$ cat src/rtl/matmul_operand_feeder_pkg.sv
// rtl/matmul_operand_feeder_pkg.sv - shared sizes, FSM states and dimension check for the operand feeder
package matmul_operand_feeder_pkg;

   localparam int DATA_WIDTH = 32;
   localparam int BUS_WIDTH  = 64;
   localparam int MAX_DIM    = BUS_WIDTH / DATA_WIDTH;
   localparam int DIM_W      = $clog2(MAX_DIM + 1);
   localparam int CNT_W      = DIM_W + 2;

   typedef enum logic [2:0] {
      ST_IDLE   = 3'd0,
      ST_CLEAR  = 3'd1,
      ST_STREAM = 3'd2,
      ST_DRAIN  = 3'd3,
      ST_DONE   = 3'd4
   } state_e;

   function automatic logic dim_ok(input logic [DIM_W-1:0] d);
      return (d != '0) && (d <= DIM_W'(MAX_DIM));
   endfunction

endpackage

$ cat src/rtl/matmul_skew_lane.sv
// rtl/matmul_skew_lane.sv - one skewed edge lane: picks element t-lane of its vector and registers it
module matmul_skew_lane #(
   parameter int DW  = 32,
   parameter int NUM = 2,
   parameter int CW  = 4
) (
   input  logic              clk,
   input  logic              rst_n,
   input  logic              en,
   input  logic              active,
   input  logic [NUM*DW-1:0] vec,
   input  logic [CW-1:0]     lane,
   input  logic [CW-1:0]     t,
   input  logic [CW-1:0]     k,
   output logic [DW-1:0]     data,
   output logic              valid
);

   logic [CW-1:0] off;
   logic          hit;
   logic [DW-1:0] sel;

   // off wraps when t < lane; the t >= lane term masks that case
   always_comb begin
      off = t - lane;
      hit = active && (t >= lane) && (off < k);
      sel = '0;
      for (int e = 0; e < NUM; e++) begin
         if (off == CW'(e)) sel = vec[e*DW +: DW];
      end
   end

   always_ff @(posedge clk or negedge rst_n) begin
      if (!rst_n) begin
         data  <= '0;
         valid <= 1'b0;
      end else if (en) begin
         valid <= hit;
         data  <= hit ? sel : '0;
      end
   end

endmodule

$ cat src/rtl/matmul_operand_feeder.sv
// rtl/matmul_operand_feeder.sv - captures A/B operands and streams them skewed into the PE array
module matmul_operand_feeder
   import matmul_operand_feeder_pkg::*;
(
   input  logic                          clk_i,
   input  logic                          rst_ni,
   input  logic                          start_i,
   input  logic                          stall_i,
   input  logic [DIM_W-1:0]              dim_n_i,
   input  logic [DIM_W-1:0]              dim_k_i,
   input  logic [DIM_W-1:0]              dim_m_i,
   input  logic [MAX_DIM*BUS_WIDTH-1:0]  a_rows_i,
   input  logic [MAX_DIM*BUS_WIDTH-1:0]  b_rows_i,
   output logic [MAX_DIM*DATA_WIDTH-1:0] a_data_o,
   output logic [MAX_DIM-1:0]            a_valid_o,
   output logic [MAX_DIM*DATA_WIDTH-1:0] b_data_o,
   output logic [MAX_DIM-1:0]            b_valid_o,
   output logic                          clear_o,
   output logic                          busy_o,
   output logic                          done_o,
   output logic                          err_o
);

   localparam int ROW_W = MAX_DIM * DATA_WIDTH;
   localparam logic [CNT_W-1:0] DRAIN_LEN = CNT_W'(2 * (MAX_DIM - 1));

   state_e                       state, nxt_state;
   logic [CNT_W-1:0]             t_q, t_n, d_q, d_n;
   logic [CNT_W-1:0]             stream_len;
   logic [DIM_W-1:0]             n_q, k_q, m_q;
   logic [MAX_DIM*BUS_WIDTH-1:0] a_q, b_q;
   logic                         capture, err_n;
   logic [MAX_DIM-1:0][ROW_W-1:0] b_col;

   assign stream_len = CNT_W'(k_q) + CNT_W'(MAX_DIM - 1);

   always_comb begin
      nxt_state = state;
      t_n       = t_q;
      d_n       = d_q;
      capture   = 1'b0;
      err_n     = 1'b0;
      case (state)
         ST_IDLE: begin
            if (start_i) begin
               if (dim_ok(dim_n_i) && dim_ok(dim_k_i) && dim_ok(dim_m_i)) begin
                  capture   = 1'b1;
                  nxt_state = ST_CLEAR;
               end else begin
                  err_n = 1'b1;
               end
            end
         end
         ST_CLEAR: begin
            nxt_state = ST_STREAM;
            t_n       = '0;
         end
         ST_STREAM: begin
            if (t_q == stream_len - CNT_W'(1)) begin
               d_n       = '0;
               nxt_state = (DRAIN_LEN == '0) ? ST_DONE : ST_DRAIN;
            end else begin
               t_n = t_q + CNT_W'(1);
            end
         end
         ST_DRAIN: begin
            if (d_q == DRAIN_LEN - CNT_W'(1)) nxt_state = ST_DONE;
            else d_n = d_q + CNT_W'(1);
         end
         ST_DONE:  nxt_state = ST_IDLE;
         default:  nxt_state = ST_IDLE;
      endcase
   end

   // control outputs decode the next state so they line up with the state they describe
   always_ff @(posedge clk_i or negedge rst_ni) begin
      if (!rst_ni) begin
         state   <= ST_IDLE;
         t_q     <= '0;
         d_q     <= '0;
         n_q     <= '0;
         k_q     <= '0;
         m_q     <= '0;
         a_q     <= '0;
         b_q     <= '0;
         clear_o <= 1'b0;
         busy_o  <= 1'b0;
         done_o  <= 1'b0;
         err_o   <= 1'b0;
      end else if (!stall_i) begin
         state   <= nxt_state;
         t_q     <= t_n;
         d_q     <= d_n;
         clear_o <= (nxt_state == ST_CLEAR);
         busy_o  <= (nxt_state != ST_IDLE);
         done_o  <= (nxt_state == ST_DONE);
         err_o   <= err_n;
         if (capture) begin
            n_q <= dim_n_i;
            k_q <= dim_k_i;
            m_q <= dim_m_i;
            a_q <= a_rows_i;
            b_q <= b_rows_i;
         end
      end
   end

   always_comb begin
      b_col = '0;
      for (int j = 0; j < MAX_DIM; j++) begin
         for (int r = 0; r < MAX_DIM; r++) begin
            b_col[j][r*DATA_WIDTH +: DATA_WIDTH] = b_q[r*BUS_WIDTH + j*DATA_WIDTH +: DATA_WIDTH];
         end
      end
   end

   for (genvar i = 0; i < MAX_DIM; i++) begin : g_lane
      matmul_skew_lane #(.DW(DATA_WIDTH), .NUM(MAX_DIM), .CW(CNT_W)) u_a_lane (
         .clk    (clk_i),
         .rst_n  (rst_ni),
         .en     (!stall_i),
         .active ((nxt_state == ST_STREAM) && (DIM_W'(i) < n_q)),
         .vec    (a_q[i*BUS_WIDTH +: ROW_W]),
         .lane   (CNT_W'(i)),
         .t      (t_n),
         .k      (CNT_W'(k_q)),
         .data   (a_data_o[i*DATA_WIDTH +: DATA_WIDTH]),
         .valid  (a_valid_o[i])
      );
      matmul_skew_lane #(.DW(DATA_WIDTH), .NUM(MAX_DIM), .CW(CNT_W)) u_b_lane (
         .clk    (clk_i),
         .rst_n  (rst_ni),
         .en     (!stall_i),
         .active ((nxt_state == ST_STREAM) && (DIM_W'(i) < m_q)),
         .vec    (b_col[i]),
         .lane   (CNT_W'(i)),
         .t      (t_n),
         .k      (CNT_W'(k_q)),
         .data   (b_data_o[i*DATA_WIDTH +: DATA_WIDTH]),
         .valid  (b_valid_o[i])
      );
   end

endmodule
$ cat config.mk
export PLATFORM = sky130hd
export DESIGN_NAME = matmul_operand_feeder
export DESIGN_NICKNAME = d
export VERILOG_FILES = /design/src/rtl/matmul_operand_feeder_pkg.sv /design/src/rtl/matmul_skew_lane.sv /design/src/rtl/matmul_operand_feeder.sv
export SDC_FILE = /design/constraint.sdc
export NUM_CORES = 1
export LEC_CHECK = 0
export CORE_ASPECT_RATIO = 0.75
export CORE_MARGIN = 4
export CORE_UTILIZATION = 54
export DETAILED_ROUTE_END_ITERATION = 7
export PLACE_DENSITY = 0.88
export SETUP_SLACK_MARGIN = 0.2
export SLEW_MARGIN = 15
export SYNTH_ARGS = -nofsm -noshare
export SYNTH_HDL_FRONTEND = slang
export SYNTH_SLANG_ARGS = --single-unit
$ cat constraint.sdc
create_clock -name clk_i -period 7.1 [get_ports clk_i]
set_clock_uncertainty 0.1 [all_clocks]
set_input_delay 1.065 -clock clk_i [delete_from_list [all_inputs] [get_ports clk_i]]
set_output_delay 1.065 -clock clk_i [all_outputs]
set_load 0.02 [all_outputs]
==> summary.md, run 1 <==
| Metric | Value |
|---|---|
| GRT overflow | 0 |
| Detailed Route WL | 47900 um |
| Crit path max-delay family | buffers and inverters |
| Worst hold start | clear_o |
| #FFs+latches synth | about 400 |
| R2R setup slack | between 2000 and 3000 ps |
| TritonCTS clock tree | done |
| Pins Over Slew Limit | 0 |
| Final #Nets | ~1900 |
| Clk pin slew, worst setup/hold paths | ~60 ps |
| RR Endpoint | g_lane[1].u_a_lane.data[2] |
| Io pins | 402 |
| Max frequency | approximately 0.22 GHz |
| Register area | 0.0102 mm2 |
| Main flop type after synthesis | dfrtp_1 |
| Min Tclk post-route | ~4600 ps |
| CTS sink cnt | a little over 400 |
| Vias/cell | slightly below 6 |
| Post-CTS resize count | 0 |
| Worst skew pair latency | 540 ps |
| Ratio of cells with drive above 1 in the final layout | between 20% and 30% |
| Clock Power Share | between 20% and 30% |
| Hold Crit Depth | 1 |
| Fillers | around 2000 |
| Final core occ | 72.3% |
| DRT iter0 DRCs | 1235 |
| CTS Buf Count | 40 |
| Post-route ant nets | 0 |
| Initial Util | 54.9% |
| Fraction of registers with async set/reset | 100% |
| Critical-path cell list | clkdlybuf4s50_1 > nor4b_1 > nand4_1 > nor2_4 > buf_12 > buf_4 > mux2_2 |
| Least-Margin Pin Slew | between 1000 and 1500 ps |
| Die Width | 214 um |
| Switching share of total power | a little under two fifths |
| Post-cts hold buffer count | 0 |
| Area of the multi-input gates | between 0.006 and 0.007 mm2 |
| Combinational power share | between 30% and 40% |
| Count of final setup violators | 0 |
| Htree depth | 2 |
| DRC | 0 |
| GP Congestion | 0.848 |
| Number of global-route vias before repair | around 13000 |
| # rows | between 50 and 60 |
| Highest-count cells in the layout ignoring fill and taps | 409 x dfrtp_1, 399 x clkdlybuf4s50_1, 263 x mux2_2 |
| Gate Count Post-Synth | 1304 |
| CP max FO | 185 |
| Max Root-Sink Buffers | 3 |
| Count of cell types in the netlist | 54 |
| Max rail drop VDD | about 0.48 mV |
| Sequential share of power | between 30% and 40% |
| First-pass GRT wire length | about 74000 um |
| Status | completed |
| Bufs and invs on worst path | 3 |
| Crit end category | flip-flop |
| Slowest CP cell | buf_4 |
| Worst path required time | ~7400 ps |
| Post-Syn Area per Cell | between 10 and 15 um2 |
| Internal power | 0.00503 W |
| Gr usage total | a little over a quarter |
| Initial antenna violation count | 7 |
| Crit share post-route | between 60% and 70% |
| Psw | slightly below 0.003 W |
| Dpl hpwl | slightly above 30000 um |
| Setup TNS | 0 ps |
| Leakage | approximately 9.9 nW |
| CORE AREA | 0.0314 mm2 |
| Root Driver | clkbuf_16 |
| Vias | between 10000 and 15000 |
| Critical path launch point type | input port |
| Port buffer count | approximately 400 |
| Wirelength per Cell | 22.9 um |
| Die area | between 0.03 and 0.04 mm2 |
| FF-to-FF path depth | 11 |
| Max cap viols | 0 |
| YS warnings | 0 |
| Largest net degree at the start of global routing | between 150 and 200 |
| RSZ-0062 raised after global routing | no |
| Critical R2R Launch | t_q[1] |
| Die Height | roughly 160 um |
| Commonest non-fill, non-tap cell in the layout | dfrtp_1 |
| Drt pass-1 iters | 5 |
| Synth Cell Area | around 0.017 mm2 |
| Sequential element share of the synthesized area | between 50% and 60% |
| Crit Path Class | input port to flip-flop |
| Hold Vio Cnt, Final | 0 |
| EDFF count, synth | 0 |
| Max incr delay on CP | ~860 ps |
| Setup repair bufs after CTS | 0 |
| P&R area growth vs syn | 31.8% |
| Relative slew margins | a little under a quarter |
| WP data arrival | slightly below 5000 ps |
| Hold Crit Endpoint | clear_o |
| Power per Cell Area | between 300 and 400 mW/mm2 |
| Hold Crit Class | flip-flop to flip-flop |
| Syn nets | 1579 |
-- metal layers --
layer / wire length, um / GRT usage (%) / vias up
met5: 54 / 0 / -
met4: 1190 / 7.22 / 8
met2: 23000 / 43.3 / 556
met1: 19600 / 36.0 / 6319
met3: 4100 / 7.59 / 101
li1: - / - / 5467
-- metrics by stage --
step           total power (W)  cells  hold slack, ps  area, um2  setup WS [ps]
2_1_floorplan          0.00505   1304             351      17200           4100
3_3_place_gp           0.00574   2017             364      21400           2080
3_5_place_dp           0.00584   2017             368      21400           1990
4_1_cts                0.00804   2084             383      22700           2530
5_1_grt                0.00837   2087             406      22700           2330
6_report               0.00799   2087             381      22700           2470
-- power groups by stage --
stage	combinational [W]	clock, W	sequential (W)
after floorplan	0.00202	0	0.00303
after global placement	0.00264	0	0.00311
after detailed placement	0.00271	0	0.00314
after CTS	0.00273	0.00220	0.00311
after global routing	0.00290	0.00230	0.00317
final	0.00272	0.00216	0.00311
-- flip-flops by register name, summed over array words and instances, names as in the netlist --
register / cells
g_lane.u_b_lane.valid: 2
clear_o: 1
k_q: 2
state: 3
err_o: 1
t_q: 4
busy_o: 1
n_q: 2
m_q: 2
g_lane.u_b_lane.data: 64
b_q: 128
done_o: 1
a_q: 128
g_lane.u_a_lane.valid: 2
g_lane.u_a_lane.data: 64
d_q: 4
-- final cells by class --
type / instances / area share [%]
sequential: 409 / 45.1
multi-input combinational: 775 / 28.4
timing repair buffer: 416 / 18.3
clock buffer: 60 / 5.18
tap: 406 / 2.24
clock inverter: 7 / 0.628
inverter: 11 / 0.182
antenna: 3 / 0.0331
-- kinds of logic (layout without fill, tap and decap cells) --
group / count (synthesis) / count (layout) / synth area share (%)
multiplexers: 263 / 263 / 17.2
adder cells (fa/ha/maj): 9 / 9 / 0.654
buffers and inverters: 120 / 494 / 3.43
AND/OR/NAND/NOR: 189 / 189 / 5.53
flip-flops: 409 / 409 / 59.4
other: 0 / 3 / 0
AO/OA/AOI/OAI: 302 / 302 / 13.1
XOR/XNOR: 12 / 12 / 0.654
-- how the worst max path moves through the flow --
stage	from	end	slack [ps]	cells past startpoint
6_report	start_i	a_q[13]	2470	7
5_1_grt	start_i	b_q[44]	2330	7
4_1_cts	start_i	b_q[45]	2530	7
3_5_place_dp	start_i	b_q[45]	1990	7
3_3_place_gp	start_i	b_q[108]	2080	7
2_1_floorplan	t_q[1]	g_lane[1].u_a_lane.data[0]	4100	12
-- cells in the mapped netlist, drive strengths merged (2+ instances only) --
| library cell | number | area [um2] |
|---|---|---|
| o211ai | 2 | 15.0 |
| nand4 | 2 | 12.5 |
| clkbuf | 53 | 199 |
| nor2 | 14 | 55.1 |
| xor2 | 7 | 61.3 |
| and2 | 3 | 18.8 |
| a22oi | 128 | 961 |
| a211oi | 2 | 15.0 |
| a21oi | 6 | 30.0 |
| inv | 11 | 41.3 |
| mux2 | 263 | 2960 |
| or2 | 2 | 12.5 |
| a31oi | 2 | 12.5 |
| buf | 56 | 350 |
| nor2b | 66 | 413 |
| xnor2 | 5 | 51.3 |
| dfrtp | 409 | 10200 |
| o21ai | 81 | 405 |
| nor3 | 4 | 20.0 |
| o21bai | 2 | 15.0 |
| a2111oi | 2 | 36.3 |
| nor3b | 2 | 20.0 |
| nor4 | 2 | 12.5 |
| ha | 9 | 113 |
| nand3 | 4 | 20.0 |
| nand2 | 84 | 315 |
| a32o | 66 | 661 |
No activity file was read; power rests on OpenSTA's default activity.
==> inputs of run 2 (changes only) <==
Settings changed: CORE_UTILIZATION 54 to 50, PLACE_DENSITY 0.88 to 0.83.
Clock period 7.1 ns to 4.5 ns, I/O delays scaled along.
==> run 2 against run 1 <==
Effect of this change: clock power is 59% higher; utilization decreased by 4.6 points; setup slack worse by 1700 ps; register-to-register slack got worse by 2000 ps; non-clock buffer count stayed put; count of clock-buffer cells in the layout increased by 2; via count decreased by 1.3%; critical path depth grew 2; die area increased by 7.6%; routed wire length down 2.9%; highest routed layer unchanged.
==> summary.md, run 2 (synthesis gave the netlist of run 1 again) <==
| Metric | Value |
|---|---|
| Status | completed |
| Initial antenna violation count | 1 |
| Critical path launch point type | flip-flop |
| CP max FO | 44 |
| Root Driver | clkbuf_16 |
| Worst path depth | 9 |
| Pins Over Slew Limit | 0 |
| Post-place setup slack | between 900 and 1000 ps |
| CTS sink cnt | slightly above 400 |
| P&R area growth vs syn | 32.6% |
| R2R setup slack | approximately 820 ps |
| RSZ-0062 raised after global routing | no |
| Leakage | a little under 10 nW |
| Gr usage total | ~24% |
| Setup TNS | 0 ps |
| Commonest non-fill, non-tap cell in the layout | dfrtp_1 |
| Post-CTS resize count | 0 |
| FF-to-FF path depth | 9 |
| Critical path endpoint | g_lane[1].u_b_lane.data[6] |
| Ratio of cells with drive above 1 in the final layout | 21.4% |
| Hold Vio Cnt, Final | 0 |
| Detailed Route WL | ~46000 um |
| Bufs and invs on worst path | 2 |
| Ant. Diodes | 0 |
| Max Root-Sink Buffers | 3 |
| Hold Crit Class | input port to async pin |
| Biggest regs | a_q: 128 flops, b_q: 128 flops |
| Wirelength per Cell | approximately 22 um |
| Crit end category | flip-flop |
| GRT overflow | 0 |
| Vias | 12295 |
| Worst skew pair latency | 530 ps |
| Hold slack | about 68 ps |
| CTS Buf Count | 40 |
| Critical R2R Launch | t_q[1] |
| CP Launch Point | t_q[1] |
| Min Tclk post-route | between 3000 and 4000 ps |
| Crit share post-route | between 80% and 90% |
| Initial Util | 51.0% |
| DRT iter0 DRCs | ~1200 |
| Setup repair bufs after CTS | 0 |
| Max incr delay on CP | 790 ps |
| Post-route ant nets | 0 |
| TritonCTS clock tree | done |
| Port buffer count | 401 |
| Post-cts hold buffer count | 0 |
| Die Height | approximately 170 um |
| Final #Nets | slightly below 2000 |
| Crit Path Class | flip-flop to flip-flop |
| Slowest CP cell | a22o_2 |
| DRC | 0 |
| Worst path required time | 4860 ps |
| Relative slew margins | approximately 28% |
| Dpl hpwl | 30100 um |
| CORE AREA | between 0.03 and 0.04 mm2 |
| First-pass GRT wire length | 73100 um |
| Setup WS post-layout | between 800 and 900 ps |
| RR Endpoint | g_lane[1].u_b_lane.data[6] |
| Io pins | 402 |
| Fillers | about 2400 |
| Register area | around 0.010 mm2 |
| Critical-path cell list | xnor2_2 > a211oi_1 > o41ai_2 > inv_1 > ha_1 > nor2_1 > a22o_2 > buf_4 > a32o_1 |
| GP Congestion | around 0.87 |
| Max frequency | 0.272 GHz |
| Clk pin slew, worst setup/hold paths | 60 ps |
| Max cap viols | 0 |
| Power per Cell Area | around 560 mW/mm2 |
| Vias/cell | between 5 and 6 |
| Least-Margin Pin Slew | 1080 ps |
| Number of global-route vias before repair | between 10000 and 15000 |
| Die Width | about 220 um |
| Drt pass-1 iters | 5 |
| Highest-count cells in the layout ignoring fill and taps | 409 x dfrtp_1, 399 x clkdlybuf4s50_1, 263 x mux2_2 |
| Htree depth | 2 |
| Die area | about 0.038 mm2 |
| Count of final setup violators | 0 |
| Area of the multi-input gates | about 0.0064 mm2 |
| WP data arrival | roughly 4000 ps |
| Max rail drop VDD | 0.795 mV |
| # rows | 58 |
| Crit path max-delay family | compound AO/OA/AOI/OAI gates |
| Largest net degree at the start of global routing | around 140 |
-- run 2: cell type report --
cell class	instances	share of cell area, %
repair buffers	416	18.5
inverters	11	0.181
flip-flops and latches	409	44.8
clock inverters	8	0.520
well taps	450	2.46
clock buffers	62	5.36
multi-input cells	775	28.2
-- run 2: per-stage QoR --
stage                     cells  instance area (um2)  util, %  total power [W]
final                      2131                22800     67.7           0.0127
after global routing       2131                22800     67.7           0.0134
after CTS                  2131                22800     67.7           0.0128
after detailed placement   2061                21500     63.7          0.00933
after global placement     2061                21500     63.7          0.00917
after floorplan            1304                17200        -          0.00797
-- run 2: worst min path at each step --
stage / from / to / slack [ps] / depth (start not counted)
global placement: g_lane[0].u_b_lane.valid / g_lane[0].u_b_lane.valid / 370 / 2
detailed placement: clear_o / clear_o / 370 / 1
global route: rst_ni / b_q[103] / 110 / 1
floorplan: rst_ni / a_q[0] / 280 / 0
CTS: rst_ni / b_q[103] / 80 / 1
finish: rst_ni / b_q[103] / 70 / 1
-- run 2: layer usage --
| metal | track usage [%] | vias up | wire [um] |
|---|---|---|---|
| met3 | 7.54 | 80 | 4080 |
| met5 | 0 | - | 12 |
| met2 | 39.0 | 497 | 21800 |
| met1 | 32.6 | 6248 | 19600 |
| li1 | - | 5468 | - |
| met4 | 5.55 | 2 | 937 |
-- run 2: report_power, final --
part	internal (W)	switching, W
registers	0.00440	0.000502
clock network	0.00204	0.00139
logic	0.00160	0.00278
total	0.00804	0.00467
